$ cat config.mk
export PLATFORM = sky130hd
export DESIGN_NAME = ram_lsu_flat
export DESIGN_NICKNAME = d
export VERILOG_FILES = /design/src/rtl/wf8_mem_pkg.sv /design/src/rtl/ram_lsu_if.sv /design/src/rtl/ram_lsu.sv /design/src/flat_wrapper.sv
export SDC_FILE = /design/constraint.sdc
export NUM_CORES = 1
export LEC_CHECK = 0
export CORE_MARGIN = 8
export CORE_UTILIZATION = 44
export CTS_BUF_LIST = sky130_fd_sc_hd__clkbuf_8
export DETAILED_ROUTE_END_ITERATION = 10
export GPL_TIMING_DRIVEN = 1
export PLACE_DENSITY = 0.9
export SETUP_SLACK_MARGIN = 0.02
export SYNTH_ARGS = -nofsm -noshare
export SYNTH_HDL_FRONTEND = slang
export SYNTH_SLANG_ARGS = --single-unit
$ cat constraint.sdc
create_clock -name clk -period 5.35 [get_ports clk]
set_input_delay 1.07 -clock clk [delete_from_list [all_inputs] [get_ports clk]]
set_output_delay 1.07 -clock clk [all_outputs]
set_load 0.05 [all_outputs]
$ cat src/rtl/wf8_mem_pkg.sv
// wf8_mem_pkg: shared memory-path constants and LSU state encoding
package wf8_mem_pkg;
  localparam int ADDR_W = 8;
  localparam int DATA_W = 8;
  typedef enum logic [1:0] {IDLE = 2'd0, WAIT = 2'd1, RESP = 2'd2} lsu_state_t;
endpackage

$ cat src/rtl/ram_lsu_if.sv
// ram_lsu_if: core request/response and RAM port bundle around the LSU
interface ram_lsu_if;
  import wf8_mem_pkg::*;
  logic              req_valid;
  logic              req_ready;
  logic              req_we;
  logic [ADDR_W-1:0] req_addr_a;
  logic [ADDR_W-1:0] req_addr_b;
  logic [DATA_W-1:0] req_wdata;
  logic              rsp_valid;
  logic              rsp_ready;
  logic [DATA_W-1:0] rsp_data_a;
  logic [DATA_W-1:0] rsp_data_b;
  logic [ADDR_W-1:0] ram_addr_1;
  logic [ADDR_W-1:0] ram_addr_2;
  logic [DATA_W-1:0] ram_wdata;
  logic              ram_we;
  logic [DATA_W-1:0] ram_rdata_1;
  logic [DATA_W-1:0] ram_rdata_2;
  logic              busy;
  modport slave (
    input  req_valid, req_we, req_addr_a, req_addr_b, req_wdata, rsp_ready, ram_rdata_1, ram_rdata_2,
    output req_ready, rsp_valid, rsp_data_a, rsp_data_b, ram_addr_1, ram_addr_2, ram_wdata, ram_we, busy
  );
  modport master (
    output req_valid, req_we, req_addr_a, req_addr_b, req_wdata, rsp_ready, ram_rdata_1, ram_rdata_2,
    input  req_ready, rsp_valid, rsp_data_a, rsp_data_b, ram_addr_1, ram_addr_2, ram_wdata, ram_we, busy
  );
endinterface

$ cat src/rtl/ram_lsu.sv
// ram_lsu: load/store front-end mapping core requests onto the 256x8 ram
module ram_lsu
  import wf8_mem_pkg::*;
(
  input logic       clk,
  input logic       rst,
  ram_lsu_if.slave  bus
);
  lsu_state_t        r_state;
  logic              r_rsp_valid;
  logic [DATA_W-1:0] r_data_a;
  logic [DATA_W-1:0] r_data_b;
  logic [ADDR_W-1:0] r_addr_1;
  logic [ADDR_W-1:0] r_addr_2;
  logic [DATA_W-1:0] r_wdata;
  logic              w_ready;
  logic              w_accept;
  logic              w_wr;
  logic              w_rd;
  logic [ADDR_W-1:0] w_addr_1;
  logic [ADDR_W-1:0] w_addr_2;
  logic [DATA_W-1:0] w_wdata;
  // ready is gated by reset so ram_we can never fire while held in reset
  always_comb begin
    w_ready  = rst && ((r_state == IDLE) || (r_state == RESP && bus.rsp_ready));
    w_accept = bus.req_valid && w_ready;
    w_wr     = w_accept && bus.req_we;
    w_rd     = w_accept && !bus.req_we;
    w_addr_1 = w_accept ? bus.req_addr_a : r_addr_1;
    w_addr_2 = w_wr ? bus.req_addr_a : w_rd ? bus.req_addr_b : r_addr_2;
    w_wdata  = w_wr ? bus.req_wdata : r_wdata;
  end
  assign bus.req_ready  = w_ready;
  assign bus.ram_we     = w_wr;
  assign bus.ram_addr_1 = w_addr_1;
  assign bus.ram_addr_2 = w_addr_2;
  assign bus.ram_wdata  = w_wdata;
  assign bus.rsp_valid  = r_rsp_valid;
  assign bus.rsp_data_a = r_data_a;
  assign bus.rsp_data_b = r_data_b;
  assign bus.busy       = (r_state != IDLE);
  always_ff @(posedge clk or negedge rst) begin
    if (!rst) begin
      r_state     <= IDLE;
      r_rsp_valid <= 1'b0;
      r_data_a    <= '0;
      r_data_b    <= '0;
      r_addr_1    <= '0;
      r_addr_2    <= '0;
      r_wdata     <= '0;
    end else begin
      r_addr_1 <= w_addr_1;
      r_addr_2 <= w_addr_2;
      r_wdata  <= w_wdata;
      case (r_state)
        IDLE: r_state <= w_rd ? WAIT : IDLE;
        WAIT: begin
          r_data_a    <= bus.ram_rdata_1;
          r_data_b    <= bus.ram_rdata_2;
          r_rsp_valid <= 1'b1;
          r_state     <= RESP;
        end
        RESP: if (bus.rsp_ready) begin
          r_rsp_valid <= 1'b0;
          r_state     <= w_rd ? WAIT : IDLE;
        end
        default: r_state <= IDLE;
      endcase
    end
  end
endmodule

$ cat src/flat_wrapper.sv
// flat-port wrapper written by rule: the top's interface ports become plain ports
module ram_lsu_flat import wf8_mem_pkg::*;
  (clk, rst, bus_req_valid, bus_req_we, bus_req_addr_a, bus_req_addr_b, bus_req_wdata, bus_rsp_ready, bus_ram_rdata_1, bus_ram_rdata_2, bus_req_ready, bus_rsp_valid, bus_rsp_data_a, bus_rsp_data_b, bus_ram_addr_1, bus_ram_addr_2, bus_ram_wdata, bus_ram_we, bus_busy);
  ram_lsu_if bus_i ();
  input logic clk;
  input logic rst;
  input wire logic [$bits(bus_i.req_valid)-1:0] bus_req_valid;
  input wire logic [$bits(bus_i.req_we)-1:0] bus_req_we;
  input wire logic [$bits(bus_i.req_addr_a)-1:0] bus_req_addr_a;
  input wire logic [$bits(bus_i.req_addr_b)-1:0] bus_req_addr_b;
  input wire logic [$bits(bus_i.req_wdata)-1:0] bus_req_wdata;
  input wire logic [$bits(bus_i.rsp_ready)-1:0] bus_rsp_ready;
  input wire logic [$bits(bus_i.ram_rdata_1)-1:0] bus_ram_rdata_1;
  input wire logic [$bits(bus_i.ram_rdata_2)-1:0] bus_ram_rdata_2;
  output wire logic [$bits(bus_i.req_ready)-1:0] bus_req_ready;
  output wire logic [$bits(bus_i.rsp_valid)-1:0] bus_rsp_valid;
  output wire logic [$bits(bus_i.rsp_data_a)-1:0] bus_rsp_data_a;
  output wire logic [$bits(bus_i.rsp_data_b)-1:0] bus_rsp_data_b;
  output wire logic [$bits(bus_i.ram_addr_1)-1:0] bus_ram_addr_1;
  output wire logic [$bits(bus_i.ram_addr_2)-1:0] bus_ram_addr_2;
  output wire logic [$bits(bus_i.ram_wdata)-1:0] bus_ram_wdata;
  output wire logic [$bits(bus_i.ram_we)-1:0] bus_ram_we;
  output wire logic [$bits(bus_i.busy)-1:0] bus_busy;
  assign bus_i.req_valid = bus_req_valid;
  assign bus_i.req_we = bus_req_we;
  assign bus_i.req_addr_a = bus_req_addr_a;
  assign bus_i.req_addr_b = bus_req_addr_b;
  assign bus_i.req_wdata = bus_req_wdata;
  assign bus_i.rsp_ready = bus_rsp_ready;
  assign bus_i.ram_rdata_1 = bus_ram_rdata_1;
  assign bus_i.ram_rdata_2 = bus_ram_rdata_2;
  assign bus_req_ready = bus_i.req_ready;
  assign bus_rsp_valid = bus_i.rsp_valid;
  assign bus_rsp_data_a = bus_i.rsp_data_a;
  assign bus_rsp_data_b = bus_i.rsp_data_b;
  assign bus_ram_addr_1 = bus_i.ram_addr_1;
  assign bus_ram_addr_2 = bus_i.ram_addr_2;
  assign bus_ram_wdata = bus_i.ram_wdata;
  assign bus_ram_we = bus_i.ram_we;
  assign bus_busy = bus_i.busy;
  ram_lsu u_core (.clk(clk), .rst(rst), .bus(bus_i));
endmodule
==> results of run 1 <==
==> cell usage in the layout (no fill, tap or decap) <==
cell / count
nand2_1: 2
buf_12: 4
a21oi_1: 2
clkinvlp_4: 2
inv_6: 1
nor4b_4: 1
buf_2: 1
buf_4: 15
mux2_2: 48
nor2_2: 1
nor3b_1: 1
nor4_1: 1
a21o_1: 1
clkbuf_8: 5
or2_2: 1
nor3_2: 1
clkdlybuf4s50_1: 71
dfrtp_1: 43
inv_1: 2
and2b_4: 1
==> final cells by class <==
cell class,instances,area [um2]
Fill cell,262,1130
Clock inverter,3,23.8
Inverter,2,7.51
Tap cell,50,62.6
Timing Repair Buffer,91,908
Clock buffer,5,68.8
Multi-Input combinational cell,60,636
Sequential cell,43,1080
==> metal layers <==
layer  up-vias  wire length, um
met4         0               36
met1       626             1700
met3         4              631
met5         -                0
li1        567                -
met2        57             2290
==> stage by stage <==
step                 util  cells
finish              0.711    254
global route        0.711    254
CTS                 0.711    254
detailed placement  0.687    246
global placement    0.687    246
floorplan               -    109
==> power groups by stage <==
| stage | logic (W) | clock network [W] | registers (W) |
|---|---|---|---|
| final | 0.000596 | 0.000208 | 0.000432 |
| after global routing | 0.000620 | 0.000230 | 0.000440 |
| after CTS | 0.000603 | 0.000215 | 0.000432 |
| after detailed placement | 0.000601 | 0 | 0.000438 |
| after global placement | 0.000590 | 0 | 0.000431 |
| after floorplan | 0.000251 | 0 | 0.000554 |
==> flip-flops by register name (all words and copies together), names as in the netlist <==
name / flops
u_core.bus.rsp_data_a: 8
u_core.bus.rsp_data_b: 8
u_core.bus.rsp_valid: 1
u_core.r_addr_1: 8
u_core.r_addr_2: 8
u_core.r_state: 2
u_core.r_wdata: 8
==> worst max-delay path, stage by stage <==
cell,delay (ps)
clkdlybuf4s50_1,480
and2b_4,220
nor4b_4,560
mux2_2,420
clkdlybuf4s50_1,720
==> cell families after synthesis <==
kind of cell / Yosys count / synth area share
AND/OR/NAND/NOR: 9 / 0.0445
buffers and inverters: 6 / 0.0172
AO/OA/AOI/OAI: 3 / 0.0101
flip-flops: 43 / 0.618
multiplexers: 48 / 0.310
==> path summary, 6_finish.rpt <==
path                                                 end  slack [ps]
worst min register to register         u_core.r_wdata[0]         500
worst max-delay path                    bus_ram_wdata[5]         800
worst max register to register  u_core.bus.rsp_data_b[6]        3540
min in group asynchronous             u_core.r_addr_2[6]         880
worst min-delay path                   u_core.r_wdata[0]         500
max in group asynchronous              u_core.r_wdata[2]        4110
==> results.sh, run 1 <==
export IMPL_swShare=0.419
export IMPL_grt_use_met2=0.250
export IMPL_slew_viol_final=0
export IMPL_numClockSinks=43
export IMPL_vias=1254
export IMPL_dp_hpwl_mm=3.70
export IMPL_grt_pass1_vias=1459
export IMPL_min_path_type="reg2reg"
export IMPL_ys_types=15
export IMPL_status="completed"
export IMPL_via_per_inst=4.94
export IMPL_place_congestion=0.695
export IMPL_ys_ff_latch=43
export IMPL_post_dp_cell_area_um2=2690
export IMPL_cts_setup_buffers=0
export IMPL_slew_limit_headroom=0.474
export IMPL_fin_skew_ps=4.19
export IMPL_ant_nets=0
export IMPL_totalNegativeSetupSlack_ps=0
export IMPL_internal_power_w=0.000717
export IMPL_die_h_um=78.9
export IMPL_yosys_warnings=0
export IMPL_use_met1=0.156
export IMPL_ys_flop_type="dfrtp_1"
export IMPL_track_usage=0.155
export IMPL_path_clk_slew_ps=80
export IMPL_avgRoutedWirePerCell_um=18.3
export IMPL_drive_above_1_share=0.397
export IMPL_synthArstFlopShare=1.00
export IMPL_busiest_layer="met2"
export IMPL_diodes=0
export IMPL_initial_core_util=0.445
export IMPL_hold_viol_final=0
export IMPL_clockPowerShare=0.168
export IMPL_ios=89
export IMPL_startpoint="bus_rsp_ready"
export IMPL_grt_pass1_wl_mm=7.37
export IMPL_rows=23
export IMPL_clk_path_buf_depth=2
export IMPL_worstSetupPathType="in2out"
export IMPL_wl_mm=4.66
export IMPL_syn_to_final_growth_pct=59.8
export IMPL_p_leak_nw=1.17
export IMPL_synth_most_common_cell="mux2_2"
export IMPL_synthCells=109
export IMPL_clk_latency_ps=290
export IMPL_fin_crit_sh=0.850
export IMPL_fp_dieW_um=78.9
export IMPL_maxClockFrequency_ghz=0.220
export IMPL_cp_required_ps=4280
export IMPL_core_um2=3910
export IMPL_synth_top_area_frac=0.618
export IMPL_timing_hold_ws_ps=505
export IMPL_drt_first_pass_iters=3
export IMPL_vdd_drop_max_uv=323
export IMPL_endpoint_kind="output pin"
export IMPL_power_switching_w=0.000518
export IMPL_final_area_um2=2780
export IMPL_cp_start_kind="primary input"
export IMPL_hold_depth=1
export IMPL_rsz0062_at_grt="no"
export IMPL_r2r_start="u_core.r_state[0]"
export IMPL_crit_path_max_fanout=9
export IMPL_power_density_nw_per_um2=444
export IMPL_pwr_share_seq=0.349
export IMPL_cts_buffers=5
export IMPL_setup_violations=0
export IMPL_final_nets=248
export IMPL_root_buffer="clkbuf_8"
export IMPL_final_min_clock_period_ps=4550
export IMPL_r2r_cells=3
export IMPL_ys_seq_area_frac=0.618
export IMPL_overflow=0
export IMPL_ctsResizeCount=0
export IMPL_antenna_found_initial=0
export IMPL_worstMarginPinSlew_ps=787
export IMPL_cts_tree="yes"
export IMPL_synth_area_per_cell_um2=16.0
export IMPL_p_comb_frac=0.482
export IMPL_arrival_ps=3480
export IMPL_synthTopCellsByCount="mux2_2 (48), dfrtp_1 (43), buf_2 (3)"
export IMPL_syn_nets=154
export IMPL_dr_first_iter_drc_count=47
export IMPL_die_area_um2=6230
export IMPL_numPortBuffers=88
export IMPL_use_met3=0.109
export IMPL_cts_hold_fix_buffers=0
export IMPL_htree_num_levels=2
export IMPL_synth_edf_count=0
export IMPL_maxCapViolations=0
export IMPL_yosys_area_top_type="dfrtp_1"
export IMPL_finalWorstSetupSlack_ps=803
export IMPL_drc=0
export IMPL_pre_cts_slack_ps=806
export IMPL_synthTopCellsByArea="dfrtp_1 (62%), mux2_2 (31%), nor4b_4 (1.4%), buf_2 (0.86%), a21oi_1 (0.57%)"
export IMPL_p_total_w=0.00124
export IMPL_holdCritStartpoint="u_core.r_wdata[0]"
export IMPL_syn_cell_area_um2=1740
export IMPL_grt_max_degree=45
Note: power is estimated with default switching activity, not from simulation.
==> run 2: changes to the inputs <==
--- a/config.mk
+++ b/config.mk
@@ -6,11 +6,11 @@
 export NUM_CORES = 1
 export LEC_CHECK = 0
 export CORE_MARGIN = 8
-export CORE_UTILIZATION = 44
+export CORE_UTILIZATION = 37
 export CTS_BUF_LIST = sky130_fd_sc_hd__clkbuf_8
 export DETAILED_ROUTE_END_ITERATION = 10
 export GPL_TIMING_DRIVEN = 1
-export PLACE_DENSITY = 0.9
+export PLACE_DENSITY = 0.81
 export SETUP_SLACK_MARGIN = 0.02
 export SYNTH_ARGS = -nofsm -noshare
 export SYNTH_HDL_FRONTEND = slang
==> constraint.sdc (replaced) <==
create_clock -name clk -period 3.9 [get_ports clk]
set_input_delay 0.78 -clock clk [delete_from_list [all_inputs] [get_ports clk]]
set_output_delay 0.78 -clock clk [all_outputs]
set_load 0.05 [all_outputs]
==> results.sh, run 2 (same netlist as run 1, synthesis figures left out) <==
export IMPL_drive_above_1_share=0.434
export IMPL_die_area_um2=7160
export IMPL_final_nets=249
export IMPL_power_switching_w=0.000679
export IMPL_rows=25
export IMPL_grt_max_degree=41
export IMPL_antenna_found_initial=0
export IMPL_cp_required_ps=3120
export IMPL_initial_core_util=0.376
export IMPL_dp_hpwl_mm=3.40
export IMPL_clk_latency_ps=280
export IMPL_final_common_cell="clkdlybuf4s50_1"
export IMPL_fp_dieW_um=84.6
export IMPL_slew_limit_headroom=0.439
export IMPL_die_h_um=84.6
export IMPL_diodes=0
export IMPL_ant_nets=0
export IMPL_dr_first_iter_drc_count=41
export IMPL_cpMostUsedCell="buf_4"
export IMPL_htree_num_levels=2
export IMPL_status="completed"
export IMPL_setup_violations=0
export IMPL_drc=0
export IMPL_ios=89
export IMPL_root_buffer="clkbuf_8"
export IMPL_endpoint_kind="output pin"
export IMPL_place_congestion=0.658
export IMPL_clk_path_buf_depth=2
export IMPL_max_stage_delay_ps=470
export IMPL_ctsResizeCount=0
export IMPL_wl_mm=4.41
export IMPL_drt_first_pass_iters=4
export IMPL_numClockSinks=43
export IMPL_avgRoutedWirePerCell_um=17.0
export IMPL_pwr_share_seq=0.358
export IMPL_cp_start_kind="primary input"
export IMPL_most_common_layout_cells="clkdlybuf4s50_1 (62), mux2_2 (48), dfrtp_1 (43)"
export IMPL_rsz0062_at_grt="no"
export IMPL_p_comb_frac=0.481
export IMPL_grt_pass1_vias=1337
export IMPL_cts_buffers=5
export IMPL_cts_setup_buffers=0
export IMPL_crit_slowest_cell="clkdlybuf4s50_1"
export IMPL_worstMarginPinSlew_ps=840
export IMPL_maxClockFrequency_ghz=0.304
export IMPL_crit_chain="clkdlybuf4s50_1, and2b_4, nor4b_4, buf_4, mux2_2, buf_4"
export IMPL_worstSetupPathType="in2out"
export IMPL_grt_pass1_wl_mm=6.98
export IMPL_final_area_um2=2740
export IMPL_final_min_clock_period_ps=3290
export IMPL_swShare=0.416
export IMPL_p_leak_nw=1.19
export IMPL_internal_power_w=0.000954
export IMPL_path_clk_slew_ps=80
export IMPL_power_density_nw_per_um2=597
export IMPL_via_per_inst=4.75
export IMPL_fin_crit_sh=0.844
export IMPL_track_usage=0.125
export IMPL_post_dp_cell_area_um2=2660
export IMPL_vias=1231
export IMPL_totalNegativeSetupSlack_ps=0
export IMPL_slew_viol_final=0
export IMPL_core_um2=4630
export IMPL_fin_skew_ps=3.24
export IMPL_numPortBuffers=88
export IMPL_arrival_ps=2510
export IMPL_maxCapViolations=0
export IMPL_timing_hold_ws_ps=296
export IMPL_crit_path_max_fanout=9
export IMPL_syn_to_final_growth_pct=57.1
export IMPL_hold_viol_final=0
export IMPL_vdd_drop_max_uv=261
export IMPL_min_path_type="in2async"
export IMPL_cts_tree="yes"
export IMPL_clockPowerShare=0.161
export IMPL_overflow=0
export IMPL_cts_hold_fix_buffers=0
[run 2: changes by cell type in the layout (fill, tap and decap cells not counted), sizes merged]
cell           delta
buf              +10
clkinvlp          -2
clkdlybuf4s50     -9
clkinv            +1
inv               +1
[run 2: routing by layer]
metal / wire length [um] / GRT usage / part of all wire / up-vias
met5: 0 / 0 / 0 / -
met4: 15 / 0.0437 / 0.0034 / 0
met3: 292 / 0.0429 / 0.066 / 2
met2: 2150 / 0.207 / 0.49 / 49
met1: 1950 / 0.146 / 0.44 / 607
li1: - / - / - / 573
[run 2: cell type report]
type | count | area, um2
well taps | 54 | 67.6
flip-flops and latches | 43 | 1080
repair buffers | 92 | 868
clock inverters | 3 | 12.5
inverters | 2 | 7.51
clock buffers | 5 | 68.8
multi-input cells | 60 | 636
fillers | 409 | 1890
[run 2: worst paths after layout]
| kind | startpoint | end | slack [ps] | cells after the start |
|---|---|---|---|---|
| setup / recovery | bus_rsp_ready | bus_ram_wdata[7] | 610 | 6 |
| hold / removal | rst | u_core.r_state[1] | 300 | 1 |
| setup reg to reg | u_core.r_state[0] | u_core.bus.rsp_data_b[1] | 2080 | 3 |
| hold reg to reg | u_core.r_addr_1[6] | u_core.r_addr_1[6] | 500 | 1 |
| max in group asynchronous | rst | u_core.r_wdata[2] | 2880 | 2 |
| min in group clk | u_core.r_addr_1[6] | u_core.r_addr_1[6] | 500 | 1 |
[run 2: metrics by stage]
stage | total power, W | utilization | worst slack (ps) | cells
2_1_floorplan | 0.00110 | - | 710 | 109
5_1_grt | 0.00171 | 0.591 | 528 | 259
6_report | 0.00163 | 0.591 | 607 | 259
3_3_place_gp | 0.00137 | 0.574 | 640 | 251
3_5_place_dp | 0.00139 | 0.574 | 593 | 251
4_1_cts | 0.00166 | 0.591 | 593 | 259
[run 2: power by group through the flow]
stage,registers [W],clock network [W],logic (W)
5_1_grt,0.000598,0.000294,0.000816
2_1_floorplan,0.000760,0,0.000344
3_3_place_gp,0.000589,0,0.000786
6_report,0.000584,0.000264,0.000785
3_5_place_dp,0.000595,0,0.000795
4_1_cts,0.000587,0.000276,0.000796
[run 2: worst max-delay path, delay by kind of cell]
family                 cells  cell delay, ps
and+or+nand+nor            2             460
muxes                      1             370
buffers and inverters      3             890
==> run 3: changes to the inputs <==
==> constraint.sdc (replaced) <==
create_clock -name clk -period 2.95 [get_ports clk]
set_input_delay 0.59 -clock clk [delete_from_list [all_inputs] [get_ports clk]]
set_output_delay 0.59 -clock clk [all_outputs]
set_load 0.05 [all_outputs]
==> results.sh, run 3 (same netlist as run 1, synthesis figures left out) <==
export IMPL_status="completed"
export IMPL_rsz0062_at_grt="yes"
export IMPL_root_buffer="clkbuf_8"
export IMPL_final_nets=251
export IMPL_die_h_um=84.6
export IMPL_drt_first_pass_iters=2
export IMPL_clk_latency_ps=290
export IMPL_arrival_ps=2260
export IMPL_cts_buffers=5
export IMPL_htree_num_levels=2
export IMPL_fin_skew_ps=2.64
export IMPL_die_area_um2=7160
export IMPL_final_common_cell="clkdlybuf4s50_1"
export IMPL_slew_limit_headroom=0.419
export IMPL_worstSetupPathType="in2out"
export IMPL_via_per_inst=4.72
export IMPL_cp_start_kind="primary input"
export IMPL_wl_mm=4.32
export IMPL_initial_core_util=0.376
export IMPL_cp_required_ps=2360
export IMPL_most_common_layout_cells="clkdlybuf4s50_1 (61), mux2_2 (48), dfrtp_1 (43)"
export IMPL_r2r_slack_ps=1090
export IMPL_r2r_end="u_core.bus.rsp_data_b[0]"
export IMPL_cts_tree="yes"
export IMPL_p_leak_nw=1.21
export IMPL_maxCapViolations=0
export IMPL_numClockSinks=43
export IMPL_fin_crit_sh=0.967
export IMPL_track_usage=0.124
export IMPL_power_density_nw_per_um2=803
export IMPL_setup_violations=0
export IMPL_core_um2=4630
export IMPL_grt_max_degree=45
export IMPL_drive_above_1_share=0.447
export IMPL_endpoint_kind="output pin"
export IMPL_fp_dieW_um=84.6
export IMPL_path_clk_slew_ps=70
export IMPL_totalNegativeSetupSlack_ps=0
export IMPL_diodes=0
export IMPL_r2r_cells=3
export IMPL_hold_viol_final=0
export IMPL_ant_nets=0
export IMPL_vias=1228
export IMPL_numPortBuffers=88
export IMPL_crit_path_max_fanout=9
export IMPL_syn_to_final_growth_pct=60.7
export IMPL_grt_pass1_vias=1312
export IMPL_slew_viol_final=0
export IMPL_worstMarginPinSlew_ps=870
export IMPL_dp_hpwl_mm=3.28
export IMPL_antenna_found_initial=0
export IMPL_place_congestion=0.667
export IMPL_overflow=0
export IMPL_dr_first_iter_drc_count=42
export IMPL_vdd_drop_max_uv=286
export IMPL_final_min_clock_period_ps=2850
export IMPL_avgRoutedWirePerCell_um=16.6
export IMPL_maxClockFrequency_ghz=0.350
export IMPL_rows=25
export IMPL_fillCellCount=376
export IMPL_r2r_start="u_core.r_state[0]"
export IMPL_ios=89
export IMPL_clk_path_buf_depth=2
export IMPL_min_path_type="in2async"
export IMPL_drc=0
export IMPL_startpoint="bus_rsp_ready"
export IMPL_p_total_w=0.00225
export IMPL_grt_pass1_wl_mm=6.98
==> run 3: changes by cell type in the layout (fill, tap and decap cells not counted) <==
cell	delta
inv_1	-1
buf_6	+1
clkdlybuf4s50_1	-1
clkinv_2	-1
buf_12	+2
bufinv_16	+1
==> run 3: report_power, final <==
part | switching (W) | internal [W]
combinational | 0.000660 | 0.000386
clock | 0.000183 | 0.000245
sequential | 0.0000511 | 0.000723
==> run 3: worst max path at each step <==
| stage | endpoint | slack [ps] | depth (start not counted) |
|---|---|---|---|
| after floorplan | bus_ram_wdata[0] | 140 | 3 |
| after global placement | bus_ram_wdata[2] | 80 | 6 |
| after detailed placement | bus_ram_wdata[2] | 40 | 6 |
| after CTS | bus_ram_wdata[2] | 40 | 6 |
| after global routing | bus_ram_wdata[2] | 40 | 6 |
| final | bus_ram_wdata[2] | 100 | 6 |
==> run 3: critical path, stage by stage <==
cell and delay [ps]:
clkdlybuf4s50_1 460, and2b_4 210, nor4b_4 270, buf_6 180, mux2_2 360, buf_4 190
==> run 3: final cells by class <==
cell class / instances / area [um2] / share of cell area
clock buffer: 5 / 68.8 / 0.0246
multi-input combinational: 60 / 636 / 0.227
sequential: 43 / 1080 / 0.384
timing repair buffer: 94 / 910 / 0.325
clock inverter: 2 / 33.8 / 0.0121
tap: 54 / 67.6 / 0.0241
inverter: 2 / 7.51 / 0.00268
==> run 3: what timing repair did <==
| item | 4_1_cts | 5_1_grt |
|---|---|---|
| setup endpoints to repair | 0 | 9 |
| hold buffers | 0 | 0 |
| resized for setup | 0 | 1 |
| buffers inserted | 0 | 1 |
==> run 3: metal layers <==
layer / vias up / track usage / part of all wire
met5: - / 0 / 0
met4: 0 / 0.0437 / 0.0083
met3: 4 / 0.0546 / 0.072
met2: 48 / 0.194 / 0.48
met1: 600 / 0.148 / 0.44
li1: 576 / - / -
==> run 3: through the flow <==
stage / cell area (um2) / std cells / util / setup WS, ps / hold WS, ps
global placement: 2690 / 252 / 0.580 / 84.8 / 479
global route: 2800 / 260 / 0.605 / 37.1 / 435
detailed placement: 2690 / 252 / 0.580 / 43.5 / 485
CTS: 2790 / 259 / 0.602 / 38.1 / 413
finish: 2800 / 260 / 0.605 / 96.5 / 383
floorplan: 1740 / 109 / - / 140 / 294
